--- config.mk ---
export PLATFORM = sky130hd
export DESIGN_NAME = nav_drive_ramp
export DESIGN_NICKNAME = d
export VERILOG_FILES = /design/src/rtl/nav_drive_ramp.sv
export SDC_FILE = /design/constraint.sdc
export NUM_CORES = 1
export LEC_CHECK = 0
export ABC_AREA = 1
export CAP_MARGIN = 30
export CORE_MARGIN = 3
export CORE_UTILIZATION = 35
export CTS_BUF_LIST = sky130_fd_sc_hd__clkbuf_16
export DETAILED_ROUTE_END_ITERATION = 7
export PLACE_DENSITY_LB_ADDON = 0.3
export REMOVE_ABC_BUFFERS = 1
export SLEW_MARGIN = 25
export SYNTH_ARGS = -nofsm -noshare
export SYNTH_HDL_FRONTEND = slang
export SYNTH_SLANG_ARGS = --single-unit
--- constraint.sdc ---
create_clock -name CLK -period 2.3 [get_ports CLK]
set_clock_uncertainty 0.2 [all_clocks]
set_input_delay 0.46 -clock CLK [delete_from_list [all_inputs] [get_ports CLK]]
set_output_delay 0.46 -clock CLK [all_outputs]
set_load 0.005 [all_outputs]
--- src/rtl/nav_drive_ramp.sv ---
// nav_drive_ramp: two-side drive command generator.
// Each side ramps its power toward the switch setting, one step per prescaler tick. A direction
// reversal always goes through a ramp-down to zero and then a neutral dwell before the new
// direction is applied.
module nav_drive_ramp #(
   parameter int unsigned PW       = 3,
   parameter int unsigned RAMP_DIV = 50000,
   parameter int unsigned DWELL    = 1000
) (
   input  logic          CLK,
   input  logic          RST,
   input  logic [4:0]    BTN,
   input  logic [PW-1:0] PWR_L,
   input  logic [PW-1:0] PWR_R,
   output logic [PW+1:0] MC1,
   output logic [PW+1:0] MC2,
   output logic          BUSY
);

   localparam int unsigned PreW = (RAMP_DIV > 1) ? $clog2(RAMP_DIV) : 1;
   localparam int unsigned DwW  = (DWELL > 1) ? $clog2(DWELL) : 1;
   localparam logic [PreW-1:0] PreMax = PreW'(RAMP_DIV - 1);
   localparam logic [DwW-1:0]  DwMax  = DwW'(DWELL - 1);

   localparam logic [1:0] DirFwd = 2'b00;
   localparam logic [1:0] DirNeu = 2'b01;
   localparam logic [1:0] DirRev = 2'b10;

   typedef enum logic [1:0] {StRun, StDecel, StDwell} state_e;

   // Index 0 is the left side (MC1), index 1 the right side (MC2).
   logic [1:0]      req_dir [2];
   logic [PW-1:0]   pwr_in  [2];
   logic [PW-1:0]   tgt     [2];

   state_e          st_q    [2];
   state_e          st_d    [2];
   logic [1:0]      cur_q   [2];
   logic [1:0]      cur_d   [2];
   logic [PW-1:0]   pwr_q   [2];
   logic [PW-1:0]   pwr_d   [2];
   logic [DwW-1:0]  dw_q    [2];
   logic [DwW-1:0]  dw_d    [2];

   logic [PreW-1:0] pre_q;
   logic            tick;
   logic            busy_q;

   // One power step toward the target, holding when already there.
   function automatic logic [PW-1:0] step_toward(input logic [PW-1:0] cur,
                                                 input logic [PW-1:0] target);
      if (cur < target) begin
         return cur + PW'(1);
      end else if (cur > target) begin
         return cur - PW'(1);
      end
      return cur;
   endfunction

   // Shared ramp prescaler: tick marks the last count of each period.
   assign tick = (pre_q == PreMax);

   always_ff @(posedge CLK or posedge RST) begin
      if (RST) begin
         pre_q <= '0;
      end else if (tick) begin
         pre_q <= '0;
      end else begin
         pre_q <= pre_q + PreW'(1);
      end
   end

   // Button decode; any pattern not listed (including BTN[4] set) means both sides neutral.
   always_comb begin
      req_dir[0] = DirNeu;
      req_dir[1] = DirNeu;
      case (BTN)
         5'b00100: begin
            req_dir[0] = DirFwd;
            req_dir[1] = DirFwd;
         end
         5'b00010: begin
            req_dir[0] = DirRev;
            req_dir[1] = DirRev;
         end
         5'b01000: req_dir[0] = DirFwd;
         5'b00001: req_dir[1] = DirFwd;
         default: ;
      endcase
   end

   // Per-side target power: the switch setting, or zero when the side is asked to be neutral.
   always_comb begin
      pwr_in[0] = PWR_L;
      pwr_in[1] = PWR_R;
      for (int s = 0; s < 2; s++) begin
         tgt[s] = (req_dir[s] == DirNeu) ? '0 : pwr_in[s];
      end
   end

   // Per-side next-state logic for the RUN / DECEL / DWELL machine.
   always_comb begin
      for (int s = 0; s < 2; s++) begin
         st_d[s]  = st_q[s];
         cur_d[s] = cur_q[s];
         pwr_d[s] = pwr_q[s];
         dw_d[s]  = dw_q[s];
         case (st_q[s])
            StRun: begin
               if (req_dir[s] == cur_q[s]) begin
                  if (tick) begin
                     pwr_d[s] = step_toward(pwr_q[s], tgt[s]);
                  end
               end else if (cur_q[s] == DirNeu) begin
                  // Power is already zero while neutral, so the new direction applies at once.
                  cur_d[s] = req_dir[s];
               end else begin
                  st_d[s] = StDecel;
               end
            end
            StDecel: begin
               if (req_dir[s] == cur_q[s]) begin
                  // Abort: resume ramping from the present power, stepping now if ticking.
                  st_d[s] = StRun;
                  if (tick) begin
                     pwr_d[s] = step_toward(pwr_q[s], tgt[s]);
                  end
               end else if (pwr_q[s] == '0) begin
                  cur_d[s] = DirNeu;
                  if (req_dir[s] == DirNeu) begin
                     st_d[s] = StRun;
                  end else begin
                     st_d[s] = StDwell;
                     dw_d[s] = '0;
                  end
               end else if (tick) begin
                  pwr_d[s] = pwr_q[s] - PW'(1);
               end
            end
            StDwell: begin
               // Buttons are only looked at on the final dwell cycle.
               if (dw_q[s] == DwMax) begin
                  cur_d[s] = req_dir[s];
                  st_d[s]  = StRun;
                  dw_d[s]  = '0;
               end else begin
                  dw_d[s] = dw_q[s] + DwW'(1);
               end
            end
            default: begin
               st_d[s]  = StRun;
               cur_d[s] = DirNeu;
               pwr_d[s] = '0;
               dw_d[s]  = '0;
            end
         endcase
      end
   end

   // Per-side state registers; these drive the command buses directly.
   always_ff @(posedge CLK or posedge RST) begin
      if (RST) begin
         for (int s = 0; s < 2; s++) begin
            st_q[s]  <= StRun;
            cur_q[s] <= DirNeu;
            pwr_q[s] <= '0;
            dw_q[s]  <= '0;
         end
      end else begin
         for (int s = 0; s < 2; s++) begin
            st_q[s]  <= st_d[s];
            cur_q[s] <= cur_d[s];
            pwr_q[s] <= pwr_d[s];
            dw_q[s]  <= dw_d[s];
         end
      end
   end

   // BUSY is registered from the next state so it lines up with the state registers.
   always_ff @(posedge CLK or posedge RST) begin
      if (RST) begin
         busy_q <= 1'b0;
      end else begin
         busy_q <= (st_d[0] != StRun) || (st_d[1] != StRun);
      end
   end

   assign MC1  = {pwr_q[0], cur_q[0]};
   assign MC2  = {pwr_q[1], cur_q[1]};
   assign BUSY = busy_q;

   // Safety invariants of the drive outputs.
   for (genvar g = 0; g < 2; g++) begin : g_chk
      a_neutral_zero: assert property (@(posedge CLK) disable iff (RST)
         (cur_q[g] == DirNeu) |-> (pwr_q[g] == '0));
      a_no_direct_reverse: assert property (@(posedge CLK) disable iff (RST)
         (($past(cur_q[g]) != DirNeu) && (cur_q[g] != DirNeu)) |-> (cur_q[g] == $past(cur_q[g])));
      a_pwr_on_tick: assert property (@(posedge CLK) disable iff (RST)
         (pwr_q[g] != $past(pwr_q[g])) |-> $past(tick));
   end

endmodule

==> parameters.txt, run 1 <==
Parameter                              Value

Global routing
  GR Layer Usage met2    23.5%
  Antenna violations before repair    0
  Global-route met3 utilization    2.53%
  Routing layer with the top usage in global route    met2
  Via count of the first global-routing pass    3038
  All-layer global routing usage    14.5%
  First-pass GRT wire length    13500 um
  Maximum number of pins on one net before global-route repair    30
  GR Util met1    20.1%
  Total congestion overflow    0

Final layout
  Sequential cell area    0.00128 mm2
  Total area of multi-input combinational cells    0.00199 mm2
  Commonest cells after routing, fill and taps aside    sky130_fd_sc_hd__nand2_1 (120), sky130_fd_sc_hd__inv_1 (66), sky130_fd_sc_hd__dfrtp_1 (49)
  Antenna diode instance count    0
  Synth-to-Final Area Change    30.9%
  NumNets Final    567
  Total of fill cells in the finished design    925
  Commonest non-fill, non-tap cell in the layout    sky130_fd_sc_hd__nand2_1
  Final Non-Filler Cells    669
  Ratio of cells with drive above 1 in the final layout    20.7%

Synthesis
  Share of the yosys chip area belonging to registers    37.5%
  Ys flop type    sky130_fd_sc_hd__dfrtp_1
  Mean instance size in the synthesized netlist    7.30 um2
  Netlist Area Pre-Place    0.00341 mm2
  Area share of the leading cell type in the synthesized netlist    36.0%
  Async SR Flop Fraction    100%
  Simple-Gate Fraction of Synth Area    37.3%
  Mux share of post-synthesis cell area    0%
  Cell type contributing the most total cell area after synthesis    sky130_fd_sc_hd__dfrtp_1
  Cell variety after synth    34
  Combinational family with the most area after synthesis    simple AND/OR/NAND/NOR gates
  Synth Instances    467
  Adder-cell area share of the yosys netlist    5.51%
  Number of synthesized register bits    51
  Xor and xnor fraction of the mapped netlist area    4.59%
  Synth Area in Compound Gates    6.72%
  EDFF count, synth    0
  Biggest area contributors in the synthesized netlist    sky130_fd_sc_hd__dfrtp_1 (36%), sky130_fd_sc_hd__nand2_1 (14%), sky130_fd_sc_hd__inv_1 (7.9%)
  Number of warnings reported in the yosys synthesis log    0

Floorplanning
  IO Pins    24
  Die Wd    105 um
  Floorplan die area    0.0110 mm2
  Initial standard-cell utilization of the core    36.4%
  Chip Height    105 um
  Core area    0.00937 mm2
  Count of standard-cell rows    35

Clocking
  Source-to-sink clock delay at the later pin of the worst-skew pair    290 ps
  CTS tree    yes
  Count of clock tree sinks    51
  H-Tree Level Count    2
  Clk buf depth    2
  Register clock-pin slew on the reported worst setup and hold paths    70 ps
  Clock tree root driver cell    sky130_fd_sc_hd__clkbuf_16
  CTS buffer count    5

Place
  Pre-CTS worst setup slack    -820 ps
  PortBufs    23
  Weighted congestion reported at the end of routability-driven placement    0.825
  Number of placed instances, taps included    647
  Post-detail-place hpwl    5920 um

Critical path
  Slowest CP cell    sky130_fd_sc_hd__ha_4
  Required time of the critical path    2280 ps
  Data arrival time of the critical path    2220 ps
  Largest stage delay on the critical path    250 ps
  Setup crit end kind    flop
  Crit-path cells    buf_8, nor2_4, nand4_1, nand3_2, nand2_2, ha_4, a21oi_2, o21ai_1, buf_4, xnor2_2, nand3_1, nand3_1, o21ai_1, nand2_1, nand2_1
  Kind of start point of the critical path    input port
  Worst setup path category    input port to flop
  Setup slack on the worst flop-to-flop path    170 ps
  Largest fanout on the critical path    3

Route
  Residual DRC count    0
  Detail-routed net length per standard cell    11.9 um
  Number of DRC markers in iteration 0    113
  DR vias    3224
  Remaining antenna violation count    0
  Number of vias per cell    4.82
  Initial DRT Pass Iterations    7
  Wire length after detailed routing    7950 um

Power
  Areal power density over the cells    419 mW/mm2
  Leakage power    2.16 nW
  VDD IR-drop max    309 uV

Timing
  Final Setup Violations    0
  Number of max-slew violations in the final report    0
  Final hold violation count    0
  Final clock period utilization by the worst path    97.1%
  Clock period minus worst slack    2230 ps
  Maximum frequency from static timing analysis    448 MHz
  Worst path setup slack after routing    65.9 ps
  Worst Max-Slew Pin Slew    541 ps
  Unrepaired setup endpoints after global routing    true
  Headroom to the max-slew limit    63.6%

Run
  Number of violations of the max-capacitance limit    0

Outcome
  Status    finished, final reports clean

Hold path
  Worst hold path class    input port to async pin
## stage by stage
step                      instance area (um2)  power [mW]  hold WS (ps)  utilization (%)  setup TNS, ps
final                                    4460        1.87           257             47.6              0
after global routing                     4460        1.94           276             47.6           -228
after CTS                                4360        1.89           262             46.5              0
after detailed placement                 4040        1.03           252             43.1          -9650
after global placement                   4040        1.03           247             43.1          -8110
after floorplan                          3400       0.966           225                -           -641
## timing repair
action,CTS,global route
pin swaps,20,32
setup buffers,10,5
gates resized for setup,39,29
endpoints found under the setup margin,6,17
hold buffers,0,0
## critical path: cells and delay by family
kind	cells	cell delay, ps
AND/OR/NAND/NOR	8	810
adder cells (fa/ha/maj)	1	250
XOR/XNOR	1	170
buffers and inverters	2	260
AO/OA/AOI/OAI	3	260
## final timing paths
kind | end | startpoint | cells after the start
max reg2reg | pre_q[12]$_DFF_PP0_ | pre_q[0]$_DFF_PP0_ | 11
min in group CLK | pre_q[0]$_DFF_PP0_ | pre_q[0]$_DFF_PP0_ | 1
min reg2reg | pre_q[0]$_DFF_PP0_ | pre_q[0]$_DFF_PP0_ | 1
min | dw_q[3]$_DFFE_PP0P_ | RST | 2
max in group asynchronous | MC2[0]$_DFFE_PP1P_ | RST | 3
max | MC2[3]$_DFFE_PP0P_ | BTN[3] | 15
## state kept, by name (all words and copies together) (netlist names)
signal and cells:
pre_q 16, st_q 4, MC1 5, MC2 5, BUSY 1, dw_q 20
## power breakdown
part / total (mW) / switching (mW) / leakage (nW) / internal, mW
registers: 0.897 / 0 / 0.656 / 0.897
clock network: 0.832 / 0.324 / 0.0812 / 0.508
logic: 0.142 / 0.0744 / 1.42 / 0.0674
## synthesized netlist by cell type (3+ instances only)
master                     instances
sky130_fd_sc_hd__nor3_1           12
sky130_fd_sc_hd__or2_2             4
sky130_fd_sc_hd__nand3_1          42
sky130_fd_sc_hd__xnor2_1           4
sky130_fd_sc_hd__o21ai_0          23
sky130_fd_sc_hd__nand3b_1          4
sky130_fd_sc_hd__inv_1            72
sky130_fd_sc_hd__dfrtp_1          49
sky130_fd_sc_hd__a21oi_1           7
sky130_fd_sc_hd__nor2_1           37
sky130_fd_sc_hd__inv_2             3
sky130_fd_sc_hd__nor4_1            5
sky130_fd_sc_hd__ha_1             15
sky130_fd_sc_hd__xor2_1           12
sky130_fd_sc_hd__nand2_2           5
sky130_fd_sc_hd__nand4_1          22
sky130_fd_sc_hd__nand3_2           4
sky130_fd_sc_hd__nand2_1         126
## routing by layer
| metal | part of all wire, % | wire, um |
|---|---|---|
| met1 | 48 | 3780 |
| met2 | 48 | 3790 |
| met3 | 3.9 | 312 |
| met4 | 0.77 | 61 |
| met5 | 0 | 0 |
## cell families (layout without fill, tap and decap cells)
group	Yosys count	after routing
xor+xnor	17	17
compound gates	38	38
flops	51	51
fa+ha+maj	15	15
simple gates	270	270
buf+inv	76	149
## cell type report
cell class | instances | area share (%)
timing repair buffer | 66 | 13.1
clock buffer | 5 | 2.81
inverter | 75 | 6.31
sequential | 51 | 28.7
clock inverter | 3 | 0.870
multi-input combinational | 340 | 44.6
tap | 129 | 3.62
(Power assumes the default switching activity.)
==> run 2: changes to the inputs <==
- CORE_MARGIN: 3 -> 5
- PLACE_DENSITY: unset -> 0.57
- PLACE_DENSITY_LB_ADDON: 0.3 -> unset
==> run 2 against run 1 <==
Effect of this change: non-clock buffer count down 3; worst hold slack worse by 4.1 ps; clock-buffer cell count is the same; flip-flop and latch count unchanged; sequential power is essentially flat; first-iteration DRC count rose by 3.5%; worst setup slack lost 17 ps; combinational power up 8%; sequential share of layout area shrank 0.12 points.
==> parameters.txt, run 2 (same netlist as run 1, synthesis figures left out) <==
Parameter                              Value

Clocking
  Clock tree root driver cell    sky130_fd_sc_hd__clkbuf_16
  Source-to-sink clock delay at the later pin of the worst-skew pair    290 ps
  Count of clock tree sinks    51
  CTS tree    yes
  Register clock-pin slew on the reported worst setup and hold paths    60 ps
  H-Tree Level Count    2
  Clk buf depth    2
  CTS buffer count    5

Place
  Placed Instance Area    0.00404 mm2
  Post-detail-place hpwl    5910 um
  PortBufs    23
  Pre-CTS worst setup slack    -803 ps
  Weighted congestion reported at the end of routability-driven placement    0.878

Power
  Leakage power    2.17 nW
  Areal power density over the cells    393 mW/mm2
  VDD IR-drop max    267 uV

Final layout
  Biggest register    dw_q
  Ratio of cells with drive above 1 in the final layout    19.7%
  Final instance area    0.00448 mm2
  Layout Utilization    46.5%
  Antenna diode instance count    0
  Synth-to-Final Area Change    31.4%
  Registers with the most flip-flops    dw_q: 20 flops, pre_q: 16 flops
  Commonest cells after routing, fill and taps aside    sky130_fd_sc_hd__nand2_1 (119), sky130_fd_sc_hd__inv_1 (69), sky130_fd_sc_hd__dfrtp_1 (49)
  Flip-flop count of the largest register, all copies and words added    20
  Total of fill cells in the finished design    985
  Commonest non-fill, non-tap cell in the layout    sky130_fd_sc_hd__nand2_1
  NumNets Final    564

Timing
  Unrepaired setup endpoints after global routing    true
  Number of max-slew violations in the final report    0
  Worst Max-Slew Pin Slew    560 ps
  Final Setup Violations    0
  Maximum frequency from static timing analysis    444 MHz
  Clock period minus worst slack    2250 ps
  Final hold violation count    0
  Worst path setup slack after routing    49.3 ps
  Final clock period utilization by the worst path    97.9%
  Headroom to the max-slew limit    62.3%

Critical path
  Required time of the critical path    2280 ps
  Kind of start point of the critical path    input port
  Largest fanout on the critical path    4
  Worst setup path category    input port to flop
  Data arrival time of the critical path    2230 ps
  Setup crit end kind    flop

Floorplanning
  Count of standard-cell rows    36
  Chip Height    109 um
  Initial standard-cell utilization of the core    35.4%
  Floorplan die area    0.0118 mm2
  Die Wd    109 um
  Core area    0.00964 mm2
  IO Pins    24

Global routing
  All-layer global routing usage    14.8%
  Total congestion overflow    0
  Via count of the first global-routing pass    3218
  Antenna violations before repair    0
  First-pass GRT wire length    14400 um
  Maximum number of pins on one net before global-route repair    52

Route
  DR vias    3190
  Remaining antenna violation count    0
  Initial DRT Pass Iterations    4
  Residual DRC count    0
  Detail-routed net length per standard cell    12.1 um
  Number of vias per cell    4.76
  Wire length after detailed routing    8100 um
  Number of DRC markers in iteration 0    117

Outcome
  Status    finished, final reports clean

Run
  Number of violations of the max-capacitance limit    0

Hold path
  Worst hold path class    flop to flop
## run 2: final timing paths
kind,startpoint,endpoint,slack [ps],cells after the start
min,pre_q[0]$_DFF_PP0_,pre_q[0]$_DFF_PP0_,250,1
max reg2reg,pre_q[0]$_DFF_PP0_,pre_q[12]$_DFF_PP0_,300,10
max in group asynchronous,RST,MC2[0]$_DFFE_PP1P_,1270,3
min in group asynchronous,RST,dw_q[4]$_DFFE_PP0P_,340,3
min reg2reg,pre_q[0]$_DFF_PP0_,pre_q[0]$_DFF_PP0_,250,1
max,BTN[1],MC1[3]$_DFFE_PP0P_,50,18
## run 2: area by class of cell
| type | instances | area (um2) | area share, % |
|---|---|---|---|
| multi-input combinational | 340 | 2040 | 45.6 |
| clock inverter | 3 | 11.3 | 0.251 |
| clock buffer | 5 | 125 | 2.79 |
| sequential | 51 | 1280 | 28.5 |
| timing repair buffer | 63 | 568 | 12.7 |
| tap | 133 | 166 | 3.72 |
| inverter | 75 | 289 | 6.45 |
## run 2: per-layer routing
| layer | global-route usage [%] | vias up | part of all wire, % |
|---|---|---|---|
| li1 | - | 1654 | - |
| met5 | 0 | - | 0 |
| met1 | 20.2 | 1484 | 49 |
| met4 | 4.33 | 0 | 1.5 |
| met2 | 24.4 | 40 | 47 |
| met3 | 2.13 | 12 | 2.4 |
## run 2: critical path, stage by stage
cell                       delay (ps)
sky130_fd_sc_hd__buf_8            100
sky130_fd_sc_hd__nor2_4           120
sky130_fd_sc_hd__buf_6            110
sky130_fd_sc_hd__nand3_4          100
sky130_fd_sc_hd__nand3_4          130
sky130_fd_sc_hd__buf_6            110
sky130_fd_sc_hd__inv_6             30
sky130_fd_sc_hd__nor2_4            70
sky130_fd_sc_hd__ha_2             150
sky130_fd_sc_hd__nand3b_1         130
sky130_fd_sc_hd__nand2_2           80
sky130_fd_sc_hd__or2_4            240
sky130_fd_sc_hd__nand2_2           60
sky130_fd_sc_hd__nand3_2           80
sky130_fd_sc_hd__nand3_2           70
sky130_fd_sc_hd__nand2_1           50
sky130_fd_sc_hd__nand3_1           70
sky130_fd_sc_hd__nand2_1           50
## run 2: through the flow
step	hold WS, ps	setup TNS, ps	std cells	power [mW]
global route	276	-157	670	1.84
floorplan	225	-641	466	0.966
CTS	258	0	665	1.78
global placement	244	-8570	651	1.03
detailed placement	249	-9970	651	1.03
finish	253	0	670	1.76
## run 2: timing repair
action	in CTS	in global routing
resized for setup	61	19
hold endpoints to repair	0	0
hold buffers	0	0
pin swaps	30	22
endpoints found under the setup margin	7	8
setup buffers	7	5
## run 2: report_power, final
group          leakage (nW)  total (mW)  switching [mW]  internal (mW)
clock                0.0701       0.712           0.319          0.393
combinational          1.44       0.154          0.0811         0.0729
sequential            0.656       0.897               0          0.897
total                  2.17        1.76           0.400           1.36
